**src/rtl/cpu_ctrl_pkg.sv**
```systemverilog
// Shared definitions for the hardwired CPU control unit: opcodes, sequencer
// states, IR field positions and the per-state control strobe bundle.
package cpu_ctrl_pkg;

   localparam int unsigned OPC_W      = 5;
   localparam int unsigned REG_FLD_W  = 4;

   // IR field positions, shared with the datapath select/encode block
   localparam int unsigned OPCODE_MSB = 31;
   localparam int unsigned RA_MSB     = 26;
   localparam int unsigned RB_MSB     = 22;
   localparam int unsigned RC_MSB     = 18;

   typedef logic [OPC_W-1:0] opcode_t;

   localparam opcode_t OP_ADD  = 5'b00011;
   localparam opcode_t OP_SUB  = 5'b00100;
   localparam opcode_t OP_AND  = 5'b01001;
   localparam opcode_t OP_OR   = 5'b01010;
   localparam opcode_t OP_NOP  = 5'b11010;
   localparam opcode_t OP_HALT = 5'b11011;

   typedef enum logic [3:0] {
      ST_RESET = 4'd0,
      ST_T0    = 4'd1,
      ST_T1    = 4'd2,
      ST_T2    = 4'd3,
      ST_T3    = 4'd4,
      ST_T4    = 4'd5,
      ST_T5    = 4'd6,
      ST_PAUSE = 4'd7,
      ST_HALT  = 4'd8
   } state_e;

   typedef struct packed {
      logic pcout;
      logic zlowout;
      logic mdrout;
      logic marin;
      logic pcin;
      logic mdrin;
      logic irin;
      logic yin;
      logic zin;
      logic incpc;
      logic read;
      logic gra;
      logic grb;
      logic grc;
      logic rin;
      logic rout;
      logic run;
   } ctrl_t;

   // Output ROM: strobes asserted in each state
   function automatic ctrl_t state_ctrl(input state_e s);
      ctrl_t c;
      c = '0;
      case (s)
         ST_T0: begin
            c.pcout = 1'b1; c.marin = 1'b1; c.incpc = 1'b1; c.zin = 1'b1; c.run = 1'b1;
         end
         ST_T1: begin
            c.zlowout = 1'b1; c.pcin = 1'b1; c.read = 1'b1; c.mdrin = 1'b1; c.run = 1'b1;
         end
         ST_T2: begin
            c.mdrout = 1'b1; c.irin = 1'b1; c.run = 1'b1;
         end
         ST_T3: begin
            c.grb = 1'b1; c.rout = 1'b1; c.yin = 1'b1; c.run = 1'b1;
         end
         ST_T4: begin
            c.grc = 1'b1; c.rout = 1'b1; c.zin = 1'b1; c.run = 1'b1;
         end
         ST_T5: begin
            c.zlowout = 1'b1; c.gra = 1'b1; c.rin = 1'b1; c.run = 1'b1;
         end
         default: c = '0;
      endcase
      return c;
   endfunction

endpackage

```
**src/rtl/ctrl_decode.sv**
```systemverilog
// Combinational opcode classifier for the control sequencer.
module ctrl_decode
   import cpu_ctrl_pkg::*;
#(
   parameter int unsigned OPCODE_W = OPC_W
) (
   input  logic [OPCODE_W-1:0] opcode,
   output logic                is_alu,
   output logic                is_nop,
   output logic                is_halt,
   output logic                is_illegal
);

   always_comb begin
      is_alu     = 1'b0;
      is_nop     = 1'b0;
      is_halt    = 1'b0;
      is_illegal = 1'b0;
      case (opcode)
         OPCODE_W'(OP_ADD),
         OPCODE_W'(OP_SUB),
         OPCODE_W'(OP_AND),
         OPCODE_W'(OP_OR):   is_alu     = 1'b1;
         OPCODE_W'(OP_NOP):  is_nop     = 1'b1;
         OPCODE_W'(OP_HALT): is_halt    = 1'b1;
         default:            is_illegal = 1'b1;
      endcase
   end

endmodule

```
**src/rtl/control_sequencer.sv**
```systemverilog
// Hardwired fetch/execute sequencer driving the datapath control strobes.
// Define CTRL_ILLEGAL_TRAP_EN to halt with a sticky Illegal flag on unknown opcodes.
module control_sequencer
   import cpu_ctrl_pkg::*;
#(
   parameter int unsigned IR_W     = 32,
   parameter int unsigned OPCODE_W = OPC_W,
   parameter int unsigned ALUOP_W  = 5
) (
   input  logic               Clock,
   input  logic               Reset_n,
   input  logic [IR_W-1:0]    IR,
   input  logic               Mem_ready,
   input  logic               Stop,
   output logic               PCout,
   output logic               Zlowout,
   output logic               MDRout,
   output logic               MARin,
   output logic               PCin,
   output logic               MDRin,
   output logic               IRin,
   output logic               Yin,
   output logic               Zin,
   output logic               IncPC,
   output logic               Read,
   output logic               Gra,
   output logic               Grb,
   output logic               Grc,
   output logic               Rin,
   output logic               Rout,
   output logic [ALUOP_W-1:0] Alu_op,
   output logic               Run,
   output logic               Illegal
);

   logic [OPCODE_W-1:0] opcode_c;
   logic                is_alu, is_nop, is_halt, is_illegal;
   logic                trap_c;
   logic                unused_ir;

   state_e              state_q, state_d;
   state_e              boundary_c;
   logic [OPCODE_W-1:0] op_q, op_d;
   ctrl_t               ctrl_q, ctrl_d;
   logic [ALUOP_W-1:0]  alu_op_q, alu_op_d;
   logic                illegal_q, illegal_d;

   assign opcode_c  = IR[IR_W-1 -: OPCODE_W];
   assign unused_ir = ^IR[IR_W-OPCODE_W-1:0];

   ctrl_decode #(.OPCODE_W(OPCODE_W)) u_decode (
      .opcode     (opcode_c),
      .is_alu     (is_alu),
      .is_nop     (is_nop),
      .is_halt    (is_halt),
      .is_illegal (is_illegal)
   );

`ifdef CTRL_ILLEGAL_TRAP_EN
   assign trap_c = is_illegal;
`else
   logic unused_illegal;
   assign unused_illegal = is_illegal;
   assign trap_c         = 1'b0;
`endif

   // Outputs are registered from the next state so they line up with the state
   always_ff @(posedge Clock or negedge Reset_n) begin
      if (!Reset_n) begin
         state_q   <= ST_RESET;
         op_q      <= '0;
         ctrl_q    <= '0;
         alu_op_q  <= '0;
         illegal_q <= 1'b0;
      end else begin
         state_q   <= state_d;
         op_q      <= op_d;
         ctrl_q    <= ctrl_d;
         alu_op_q  <= alu_op_d;
         illegal_q <= illegal_d;
      end
   end

   always_comb begin
      state_d    = state_q;
      op_d       = op_q;
      boundary_c = Stop ? ST_PAUSE : ST_T0;
      case (state_q)
         ST_RESET: state_d = ST_T0;
         ST_T0:    state_d = ST_T1;
         ST_T1:    if (Mem_ready) state_d = ST_T2;
         ST_T2: begin
            // IR is only trusted on the edge leaving T2
            if (is_alu) begin
               state_d = ST_T3;
               op_d    = opcode_c;
            end else if (is_halt) begin
               state_d = ST_HALT;
            end else if (is_nop || !trap_c) begin
               state_d = boundary_c;
            end else begin
               state_d = ST_HALT;
            end
         end
         ST_T3:    state_d = ST_T4;
         ST_T4:    state_d = ST_T5;
         ST_T5:    state_d = boundary_c;
         ST_PAUSE: if (!Stop) state_d = ST_T0;
         ST_HALT:  state_d = ST_HALT;
         default:  state_d = ST_RESET;
      endcase

      ctrl_d    = state_ctrl(state_d);
      alu_op_d  = (state_d == ST_T4) ? ALUOP_W'(op_q) : '0;
      illegal_d = illegal_q | ((state_q == ST_T2) & trap_c);
   end

   assign PCout   = ctrl_q.pcout;
   assign Zlowout = ctrl_q.zlowout;
   assign MDRout  = ctrl_q.mdrout;
   assign MARin   = ctrl_q.marin;
   assign PCin    = ctrl_q.pcin;
   assign MDRin   = ctrl_q.mdrin;
   assign IRin    = ctrl_q.irin;
   assign Yin     = ctrl_q.yin;
   assign Zin     = ctrl_q.zin;
   assign IncPC   = ctrl_q.incpc;
   assign Read    = ctrl_q.read;
   assign Gra     = ctrl_q.gra;
   assign Grb     = ctrl_q.grb;
   assign Grc     = ctrl_q.grc;
   assign Rin     = ctrl_q.rin;
   assign Rout    = ctrl_q.rout;
   assign Run     = ctrl_q.run;
   assign Alu_op  = alu_op_q;
   assign Illegal = illegal_q;

endmodule

```
**config.mk**
```make
export PLATFORM = sky130hd
export DESIGN_NAME = control_sequencer
export DESIGN_NICKNAME = d
export VERILOG_FILES = /design/src/rtl/cpu_ctrl_pkg.sv /design/src/rtl/ctrl_decode.sv /design/src/rtl/control_sequencer.sv
export SDC_FILE = /design/constraint.sdc
export NUM_CORES = 1
export LEC_CHECK = 0
export CAP_MARGIN = 20
export CELL_PAD_IN_SITES_DETAIL_PLACEMENT = 1
export CELL_PAD_IN_SITES_GLOBAL_PLACEMENT = 2
export CORE_ASPECT_RATIO = 0.75
export CORE_MARGIN = 2
export CORE_UTILIZATION = 24
export DETAILED_ROUTE_END_ITERATION = 16
export PLACE_DENSITY = 0.83
export SYNTH_ARGS = -nofsm -noshare
export SYNTH_HDL_FRONTEND = slang
export SYNTH_HIERARCHICAL = 1
export SYNTH_SLANG_ARGS = --single-unit
```
**constraint.sdc**
```tcl
create_clock -name Clock -period 1.8 [get_ports Clock]
set_input_delay 0.36 -clock Clock [delete_from_list [all_inputs] [get_ports Clock]]
set_output_delay 0.36 -clock Clock [all_outputs]
set_load 0.005 [all_outputs]
```
==> results.md <==
Floorplanning:
- The initialized floorplan defines 22 standard-cell rows.
- The I/O pin count is 59.
- The starting density of the core is 24.7%.
- The chip width is 85.6 um.
- The core area is 4840 um^2.
- The floorplan step defined a die boundary enclosing 5580 um^2.
- The die span in y is 65.2 um.

CTS:
- The number of CTS-inserted buffers is 3.
- The sink count of the clock tree is 24.
- The root buffer cell is sky130_fd_sc_hd__clkbuf_8.
- The number of buffers between clock root and the deepest sink is 2.
- The clock transition time at the flip-flop clock pins of the worst setup and hold paths is 0.08 ns.
- The H-tree depth is 1.
- Hold repair after CTS inserted 0 buffers.
- The CTS tree is yes.
- The clock reaches the later pin of the worst-skew pair after 0.26 ns.

GRT:
- The via count of the first global-routing pass is 905.
- The number of antenna violations at the first check in global routing came to 0.
- The largest net degree at the start of global routing is 25.
- The global-route wire length before repair is 4.46 mm.
- The aggregate global-route resource usage is 10.5%.
- The total overflow reported by the global router is 0.

Worst setup path:
- The setup slack of the worst register-to-register path is 0.23 ns.
- The maximum fanout encountered on the critical timing path is 5.
- STA classifies the critical path endpoint as a register.
- The critical setup path kind is input pin to register.
- The worst path required time is 1.95 ns.
- For the worst setup path, the data arrival time is 1.85 ns.
- In this run the worst setup path begins at IR[28].
- STA classifies the critical path startpoint as an input pin.
- The worst register-to-register path begins at state_q[0].
- The number of cells on the worst reg-to-reg path is 5.
- The end of the worst register-to-register path is IncPC.

Final layout:
- After the last flow step, the layout net total stands at 175.
- The relative area change from synthesis to final layout is 41.6%.
- Leaving out filler cells and counting taps, the final layout contains 198.
- After filler insertion, the fill cell instance count of the layout stands at 553.
- In the final layout, the share of cells above drive strength 1 is 34.8%.
- The repair_antennas step left the layout with diodes totalling 0.
- The final cell utilization of the core is 35.0%.
- In the final layout, the multi-input gates occupy 523 um^2.
- The sequential cells in the finished layout cover a total of 601 um^2.

Worst hold path:
- The path class of the tightest hold or removal check is input pin to async pin.

Drt:
- The remaining routing DRC violations is 0.
- The routed wire length on met2 is 1.32 mm.
- For this block, the routed nets add up to 2.72 mm of wire.
- The routed length per instance is 13.7 um.
- The mean number of vias per cell is 4.29.
- Across all layers, the routed design uses 849 vias.
- After detailed routing, no signal wire sits above met4.
- The total met3 wirelength after detailed routing is 77 um.
- The number of search-and-repair iterations in the first detailed-routing pass is 3.
- The number of nets still failing antenna checks after routing is 0.
- The detailed router put a total of 1.26 mm of wire on met1.
- In this run, the number of DRC markers left after iteration 0 of detailed routing was 39.

Power and ir drop:
- Across the VDD grid, the largest voltage drop is 0.491 mV.
- The total power divided by cell area is 1410 nW/um^2.
- For this design the static power due to leakage is 0.781 nW.

Timing:
- The final critical path takes up 94.7% of the cycle.
- The final count of pins violating max slew was 0.
- Setup repair after global routing left no endpoint under its margin.
- The final-layout worst hold slack is 0.451 ns.
- The post-route clock skew is 0.00225 ns.
- Setup violations remaining at the end of the flow were counted as 0.
- Based on the critical path, the design can be clocked at up to 587 MHz.
- The hold violation total from the final report came to 0.
- The minimum clock period is 1.70 ns.

Placed design:
- Summed over all nets, the half-perimeter wirelength after detailed placement is 2.11 mm.
- Routability-driven placement finished with a final weighted congestion of 0.740.
- The count of buffers added on input and output ports is 30.
- Once placement completed, the tool counted placed cells totaling 192.

Synthesis:
- The mean area per synthesized cell is 12.2 um^2.
- The number of cells produced by synthesis is 98.
- During synthesis, Yosys emitted a total of 6 warnings.
- The mapped netlist covers 1200 um^2.
- The number of nets produced by synthesis is 134.

Run:
- The reported max-cap violation count is 0.

Status:
- The run finished with clean final reports.
## layout by cell type (no fill, tap or decap), drive strengths merged, types with 5 or more instances in the layout
master         count
clkdlybuf4s50     25
dfrtp             24
buf               19
inv                5
and2               5
mux2               5
nand2              5
nor2               5
clkbuf             5
nand2b             5
## flip-flops by register name, summed over array words and instances (netlist names)
name	flops
Run	1
Alu_op	5
state_q	4
Zlowout	1
op_q	5
Zin	1
Grc	1
Grb	1
IRin	1
Rin	1
IncPC	1
Rout	1
MDRin	1
## metrics by stage
stage	worst slack, ns	TNS (ns)	cell area, um^2	power, W
2_1_floorplan	0.0743	0	1210	0.00152
3_3_place_gp	-0.539	-6.43	1610	0.00186
3_5_place_dp	-0.579	-7.48	1610	0.00191
4_1_cts	0.0140	0	1700	0.00242
5_1_grt	0.0274	0	1700	0.00253
6_report	0.0952	0	1700	0.00239
## how the worst max path moves through the flow
| stage | end |
|---|---|
| 2_1_floorplan | Run |
| 3_3_place_gp | Run |
| 3_5_place_dp | Run |
| 4_1_cts | MDRin |
| 5_1_grt | MDRin |
| 6_report | MDRin |
## critical path, cell delays in order
cell and delay, ns:
sky130_fd_sc_hd__buf_2 0.13, sky130_fd_sc_hd__xnor2_2 0.14, sky130_fd_sc_hd__or3_4 0.40, sky130_fd_sc_hd__a31oi_4 0.22, sky130_fd_sc_hd__nand4b_1 0.19, sky130_fd_sc_hd__nand4_1 0.22, sky130_fd_sc_hd__buf_4 0.14, sky130_fd_sc_hd__nor2_1 0.04
## cell type report
cell class	instances	area share (%)
Sequential cell	24	35.4
Multi-Input combinational cell	58	30.8
Tap cell	60	4.43
Clock inverter	1	1.77
Clock buffer	3	2.44
Inverter	5	1.11
Timing Repair Buffer	47	24.0
## metal layers
layer / up-vias / GRT usage [%]
met1: 420 / 14.0
li1: 406 / -
met5: - / 0
met4: 0 / 4.76
met3: 4 / 1.38
met2: 19 / 17.0
## what timing repair did
item,in CTS,in global routing
pin swaps,4,2
gates resized for setup,13,6
setup endpoints to repair,15,5
setup buffers,2,0
## report_power, final
part	switching [W]	internal [W]	total [W]
clock network	0.000157	0.000297	0.000454
registers	0.000191	0.000714	0.000905
logic	0.000429	0.000602	0.00103
No activity file was read; power rests on OpenSTA's default activity.
